<file path="src/rtl/fir_pkg.sv">
// -----------------------------------------------------------------------------
// fir_pkg
// Shared definitions for the FIR front-end: the coefficient-loader state
// encoding and the default sizing constants for a 40-tap filter running from
// a 12 MHz clock with a 600 kHz sample rate.
// -----------------------------------------------------------------------------
package fir_pkg;

    localparam int FIR_SAMPLE_DIV = 20;
    localparam int FIR_MAX_COEFF  = 40;
    localparam int FIR_ADDR_W     = 6;
    localparam int FIR_DATA_W     = 16;

    typedef enum logic [1:0] {
        IDLE  = 2'd0,
        SETUP = 2'd1,
        WRITE = 2'd2,
        CLOSE = 2'd3
    } fir_load_state_t;

endpackage

</file>
<file path="src/rtl/fir_sample_en_gen.sv">
// -----------------------------------------------------------------------------
// fir_sample_en_gen
// Modulo-DIV counter producing a one-cycle sample strobe on the terminal count.
//
// Ports
//   clk_i    : clock
//   rst_n_i  : asynchronous active-low reset
//   clr_i    : synchronous clear; holds the count at 0 and masks the strobe
//   en_o     : sample strobe, high while the count equals DIV-1
// -----------------------------------------------------------------------------
module fir_sample_en_gen
    import fir_pkg::*;
#(
    parameter int DIV = FIR_SAMPLE_DIV
) (
    input  logic clk_i,
    input  logic rst_n_i,
    input  logic clr_i,
    output logic en_o
);

    localparam int              CW = (DIV > 1) ? $clog2(DIV) : 1;
    localparam logic [CW-1:0]   TC = CW'(DIV - 1);

    logic [CW-1:0] cnt_q;
    logic [CW-1:0] cnt_d;

    always_comb begin
        if (clr_i) begin
            cnt_d = '0;
        end else if (cnt_q == TC) begin
            cnt_d = '0;
        end else begin
            cnt_d = cnt_q + CW'(1);
        end
    end

    always_ff @(posedge clk_i or negedge rst_n_i) begin
        if (!rst_n_i) begin
            cnt_q <= '0;
        end else begin
            cnt_q <= cnt_d;
        end
    end

    // The clear is evaluated on the current state, so a load request landing
    // on the terminal count still lets that cycle's strobe out.
    assign en_o = (cnt_q == TC) && !clr_i;

endmodule

</file>
<file path="src/rtl/fir_coeff_loader.sv">
// -----------------------------------------------------------------------------
// fir_coeff_loader
// Front-end for the 40-tap FIR: generates the 600 kHz sample strobe and turns
// a host valid/ready coefficient stream into the filter's update protocol.
// Sample strobes are suppressed for the whole update.
//
//   state | meaning
//   ------+-------------------------------------------------------------
//   IDLE  | divider running, waiting for iLoadStart
//   SETUP | one cycle, update flag raised, host not yet accepted
//   WRITE | accepting host words, one per handshake, index 0..N-1
//   CLOSE | one cycle after the last word, flag still high
//
// Ports
//   iClk12M          : 12 MHz clock
//   iRsn             : asynchronous active-low reset
//   iLoadStart       : update request (honoured only in IDLE)
//   iNumOfCoeff      : tap count N, latched with iLoadStart
//   iCoeffValid      : host word valid
//   iCoeffDt         : host coefficient word
//   oCoeffReady      : loader accepts a word this cycle
//   oEnSample600k    : sample strobe
//   oCoeffUpdateFlag : high SETUP..CLOSE
//   oAddrRam         : coefficient address of the last written word
//   oWrDtRam         : coefficient data of the last written word
//   oWrPulse         : address/data carry a new word this cycle
//   oNumOfCoeff      : latched tap count
//   oLoadDone        : one-cycle pulse on return to IDLE
//   oLoadErr         : one-cycle pulse for an illegal tap count
// -----------------------------------------------------------------------------
module fir_coeff_loader
    import fir_pkg::*;
#(
    parameter int SAMPLE_DIV = FIR_SAMPLE_DIV,
    parameter int MAX_COEFF  = FIR_MAX_COEFF,
    parameter int ADDR_W     = FIR_ADDR_W,
    parameter int DATA_W     = FIR_DATA_W
) (
    input  logic              iClk12M,
    input  logic              iRsn,
    input  logic              iLoadStart,
    input  logic [ADDR_W-1:0] iNumOfCoeff,
    input  logic              iCoeffValid,
    input  logic [DATA_W-1:0] iCoeffDt,
    output logic              oCoeffReady,
    output logic              oEnSample600k,
    output logic              oCoeffUpdateFlag,
    output logic [ADDR_W-1:0] oAddrRam,
    output logic [DATA_W-1:0] oWrDtRam,
    output logic              oWrPulse,
    output logic [ADDR_W-1:0] oNumOfCoeff,
    output logic              oLoadDone,
    output logic              oLoadErr
);

    fir_load_state_t   state_q, state_d;
    logic [ADDR_W-1:0] num_q,   num_d;
    logic [ADDR_W-1:0] idx_q,   idx_d;
    logic [ADDR_W-1:0] addr_q,  addr_d;
    logic [DATA_W-1:0] data_q,  data_d;
    logic              wr_q,    wr_d;
    logic              done_q,  done_d;
    logic              err_q,   err_d;

    logic              count_legal;
    logic              last_word;
    logic              busy;

    assign count_legal = (iNumOfCoeff != '0) &&
                         (iNumOfCoeff <= ADDR_W'(MAX_COEFF));
    assign last_word   = (idx_q == num_q - ADDR_W'(1));
    assign busy        = (state_q != IDLE);

    always_comb begin
        state_d = state_q;
        num_d   = num_q;
        idx_d   = idx_q;
        addr_d  = addr_q;
        data_d  = data_q;
        wr_d    = 1'b0;
        done_d  = 1'b0;
        err_d   = 1'b0;

        case (state_q)
            IDLE: begin
                if (iLoadStart) begin
                    if (count_legal) begin
                        num_d   = iNumOfCoeff;
                        idx_d   = '0;
                        state_d = SETUP;
                    end else begin
                        err_d = 1'b1;
                    end
                end
            end
            SETUP: begin
                state_d = WRITE;
            end
            WRITE: begin
                // oCoeffReady is high for the whole of WRITE, so valid alone
                // completes the handshake.
                if (iCoeffValid) begin
                    addr_d = idx_q;
                    data_d = iCoeffDt;
                    wr_d   = 1'b1;
                    if (last_word) begin
                        state_d = CLOSE;
                    end else begin
                        idx_d = idx_q + ADDR_W'(1);
                    end
                end
            end
            CLOSE: begin
                state_d = IDLE;
                done_d  = 1'b1;
            end
            default: begin
                state_d = IDLE;
            end
        endcase
    end

    always_ff @(posedge iClk12M or negedge iRsn) begin
        if (!iRsn) begin
            state_q <= IDLE;
            num_q   <= '0;
            idx_q   <= '0;
            addr_q  <= '0;
            data_q  <= '0;
            wr_q    <= 1'b0;
            done_q  <= 1'b0;
            err_q   <= 1'b0;
        end else begin
            state_q <= state_d;
            num_q   <= num_d;
            idx_q   <= idx_d;
            addr_q  <= addr_d;
            data_q  <= data_d;
            wr_q    <= wr_d;
            done_q  <= done_d;
            err_q   <= err_d;
        end
    end

    fir_sample_en_gen #(
        .DIV (SAMPLE_DIV)
    ) u_sample_en (
        .clk_i   (iClk12M),
        .rst_n_i (iRsn),
        .clr_i   (busy),
        .en_o    (oEnSample600k)
    );

    assign oCoeffReady      = (state_q == WRITE);
    assign oCoeffUpdateFlag = busy;
    assign oAddrRam         = addr_q;
    assign oWrDtRam         = data_q;
    assign oWrPulse         = wr_q;
    assign oNumOfCoeff      = num_q;
    assign oLoadDone        = done_q;
    assign oLoadErr         = err_q;

endmodule

</file>
<file path="config.mk">
export PLATFORM = sky130hd
export DESIGN_NAME = fir_coeff_loader
export DESIGN_NICKNAME = d
export VERILOG_FILES = /design/src/rtl/fir_pkg.sv /design/src/rtl/fir_sample_en_gen.sv /design/src/rtl/fir_coeff_loader.sv
export SDC_FILE = /design/constraint.sdc
export NUM_CORES = 1
export LEC_CHECK = 0
export ABC_AREA = 1
export CAP_MARGIN = 20
export CORE_ASPECT_RATIO = 1.25
export CORE_MARGIN = 2
export CORE_UTILIZATION = 51
export CTS_BUF_LIST = sky130_fd_sc_hd__clkbuf_16
export DETAILED_ROUTE_END_ITERATION = 12
export PLACE_DENSITY = 0.85
export SETUP_SLACK_MARGIN = 0.3
export SLEW_MARGIN = 20
export SYNTH_ARGS = -nofsm -noshare
export SYNTH_HDL_FRONTEND = slang
export SYNTH_SLANG_ARGS = --single-unit
</file>
<file path="constraint.sdc">
create_clock -name iClk12M -period 2.5 [get_ports iClk12M]
set_input_delay 0.25 -clock iClk12M [delete_from_list [all_inputs] [get_ports iClk12M]]
set_output_delay 0.25 -clock iClk12M [all_outputs]
set_load 0.005 [all_outputs]
</file>
==> summary.txt <==
Timing
  – Least-Margin Pin Slew: between 0.9 and 1 ns
  – Final cycle utilization of the critical path: 0.8241
  – Final Skew: 0.003387 ns
  – Final Hold Violating Endpoints: 0
  – Worst slew margin: 0.3687
  – Hold WS: 0.1134 ns
  – Max Fclk: 0.4854 GHz
  – RSZ-0062 raised after global routing: no
  – Final WS setup: 0.4397 ns
  – Slew Limit Fails: 0
  – Endpoints failing setup: 0
  – Tmin final: 2.060 ns
  – Setup_tns: 0 ns

Logic synthesis
  – Sequential area share after synthesis: 0.5167
  – Yosys reg bits: 44
  – Leading area contributor after synthesis: dfrtp_1
  – Netlist cell types: 21
  – Most numerous cell in the Yosys netlist: nand2_1
  – Mean Syn Cell Area: 8.011 µm²
  – Post-synth top area share: 0.5167
  – Syn Inst Count: ~270
  – Post-synth EDFFs: 0
  – Syn Std Cell Area: 2131 µm²
  – Ranking of synthesized cells by area: dfrtp_1, nand2_1, nand3_1
  – Async SR Flop Fraction: 1.000
  – Synthesized net count: 298
  – Synth top cells by count: nand2_1, dfrtp_1, inv_1, nand3_1, nor2_1
  – YS warnings: 0
  – Most used DFF post-synth: dfrtp_1

Cells and area
  – Ant. Diodes: 0
  – # fillers: 307
  – Area grow syn2layout: 38.17%
  – Final Cell Area: 2944 µm²
  – Final #Nets: 361
  – Layout cells sized above 1: 0.06061

Pwr
  – Pint: ~0.0021 W
  – P_leak: 1.472 nW
  – Worst vdd rail ir drop: between 0.5 and 0.6 mV
  – Sw frac: 0.3505
  – PD cells: 1091 nW/µm²
  – Sequential Power Share: 0.349
  – Clock share of power: 0.225
  – Psw: between 0.001 and 0.0015 W
  – Power consumption: about 0.0032 W
  – Comb pwr share: 0.426

Floorplan
  – Num rows: 26
  – Die Ht: 76.27 µm
  – Core box area: 4066 µm²
  – Initial core utilization: 0.5240
  – Die ar.: roughly 4700 µm²
  – Die width: between 60 and 70 µm
  – # IOs: 60

Clock network
  – TritonCTS Sinks: 44
  – Clock root cell: clkbuf_16
  – TritonCTS clock tree: done
  – Number of buffers created by CTS: 5
  – Hold bufs inserted after CTS: 0
  – Clk buf depth: 2
  – Post-CTS Setup Bufs: 0
  – Post-cts gate resize count: 0
  – Skew-Pair Late Insertion Delay: approximately 0.28 ns
  – Clock transition at path regs: 0.06 ns
  – Htree depth: 2

Critical path
  – Setup crit end kind: output port
  – Crit path capture: oEnSample600k
  – Most common cell type on the critical path: inv_1
  – FF-to-FF path depth: 12
  – Slowest CP cell: clkdlybuf4s50_1
  – Reg2Reg Setup Slack: between 0.7 and 0.8 ns
  – Max stage delay on crit path: around 0.50 ns
  – Critical path startpoint category: register
  – Critical Path Start: state_q[0]$_DFFE_PN0P_
  – FF-to-FF End: state_q[0]$_DFFE_PN0P_
  – Worst Path Arrival: approximately 1.8 ns
  – Worst-path fanout max: 7
  – Crit-path cells: inv_1 -> ha_1 -> inv_1 -> nor2_1 -> clkdlybuf4s50_1
  – Kind of critical path: register to output port
  – Reg-to-Reg Start: oNumOfCoeff[0]$_DFFE_PN0P_
  – Crit path required time: 2.25 ns

Routing
  – Final wirelength: between 4000 and 5000 µm
  – Wire per inst: between 10 and 15 µm
  – Final ANT Viol Nets: 0
  – DR DRC count: 0
  – Vias/cell: 4.909
  – TritonRoute pass-1 iters: 4
  – Via Count: 1895
  – Iter 0 DRT Violations: 98

Global route
  – Largest net degree at the start of global routing: 45
  – Initial antenna violation count: 0
  – Global-route wire length before repair: 7493 µm
  – Vias in the first global route: 1786
  – GRT Total Usage: 0.2127
  – Grt ovf: 0

Placed design
  – # port buffers: 59
  – DP Area: 2776 µm²
  – Detailed Place HPWL: 3420 µm
  – Setup WS pre-CTS: 0.7182 ns
  – Routability cong.: 0.8750

Run status
  – Run status: finished clean

Run
  – Max-capacitance violation count: 0

Min path
  – HP Class: primary input to async pin
==> final cells by class <==
class                           count  area, µm²  share of cell area
Clock buffer                        5      125.1             0.04250
Clock inverter                      3      42.54             0.01445
Inverter                           28      105.1             0.03570
Multi-Input combinational cell    190      907.1              0.3081
Sequential cell                    44       1101              0.3740
Tap cell                           56      70.07             0.02380
Timing Repair Buffer               60      593.1              0.2014
==> cells in the final DEF, fill, tap and decap left out, types with 4 or more instances in the layout <==
| cell type | count |
|---|---|
| clkbuf_16 | 5 |
| nor2_1 | 21 |
| clkdlybuf4s50_1 | 58 |
| nand3_1 | 23 |
| nand2_1 | 107 |
| o21ai_0 | 10 |
| xor2_1 | 4 |
| dfrtp_1 | 44 |
| ha_1 | 6 |
| inv_1 | 26 |
| a21oi_1 | 5 |
==> how the worst min path moves through the flow <==
stage	end	cells after the start	startpoint
finish	u_sample_en.cnt_q[2]$_DFF_PN0_	1	iRsn
global route	u_sample_en.cnt_q[2]$_DFF_PN0_	1	iRsn
CTS	u_sample_en.cnt_q[4]$_DFF_PN0_	1	iRsn
detailed placement	u_sample_en.cnt_q[4]$_DFF_PN0_	1	iRsn
global placement	u_sample_en.cnt_q[4]$_DFF_PN0_	1	iRsn
floorplan	idx_q[0]$_DFFE_PN0P_	0	iRsn
==> registers in the layout (all words and copies together) (netlist names) <==
signal and flops:
u_sample_en.cnt_q 5, oWrPulse 1, oLoadErr 1, state_q 2, oLoadDone 1, oNumOfCoeff 6, oAddrRam 6, oWrDtRam 16
idx_q 6
==> power groups by stage <==
stage / Combinational (W) / Sequential [W] / Clock (W)
floorplan: 0.000725 / 0.00113 / 0
global placement: 0.00132 / 0.00112 / 0
detailed placement: 0.00137 / 0.00113 / 0
CTS: 0.00138 / 0.00112 / 0.000739
global route: 0.00154 / 0.00115 / 0.000769
finish: 0.00137 / 0.00112 / 0.000723
==> cell families after synthesis <==
family / Yosys count / synth area share
adder cells (fa/ha/maj): 6 / 0.03523
buffers and inverters: 32 / 0.05754
AND/OR/NAND/NOR: 162 / 0.3265
AO/OA/AOI/OAI: 15 / 0.03523
flip-flops: 44 / 0.5167
XOR/XNOR: 7 / 0.02877
==> through the flow <==
step	instances	utilization
finish	386	0.7240
global route	386	0.7240
CTS	386	0.7240
detailed placement	378	0.6828
global placement	378	0.6828
floorplan	266	-
==> per-layer routing <==
layer / wire [µm] / track usage / up-vias / share of wire
li1: - / - / 955 / -
met1: 1921 / 0.2540 / 869 / 0.42
met2: 2301 / 0.3453 / 61 / 0.50
met3: 275 / 0.05603 / 10 / 0.060
met4: 112 / 0.09787 / 0 / 0.024
met5: 0 / 0 / - / 0
==> worst max-delay path, delay by kind of cell, from the launching register on <==
| kind | cells | cell delay, ns |
|---|---|---|
| buffers and inverters | 3 | 0.71 |
| adder cells (fa/ha/maj) | 1 | 0.32 |
| AND/OR/NAND/NOR | 1 | 0.11 |
| flip-flops | 1 | 0.39 |
No activity file was read; power rests on OpenSTA's default activity.
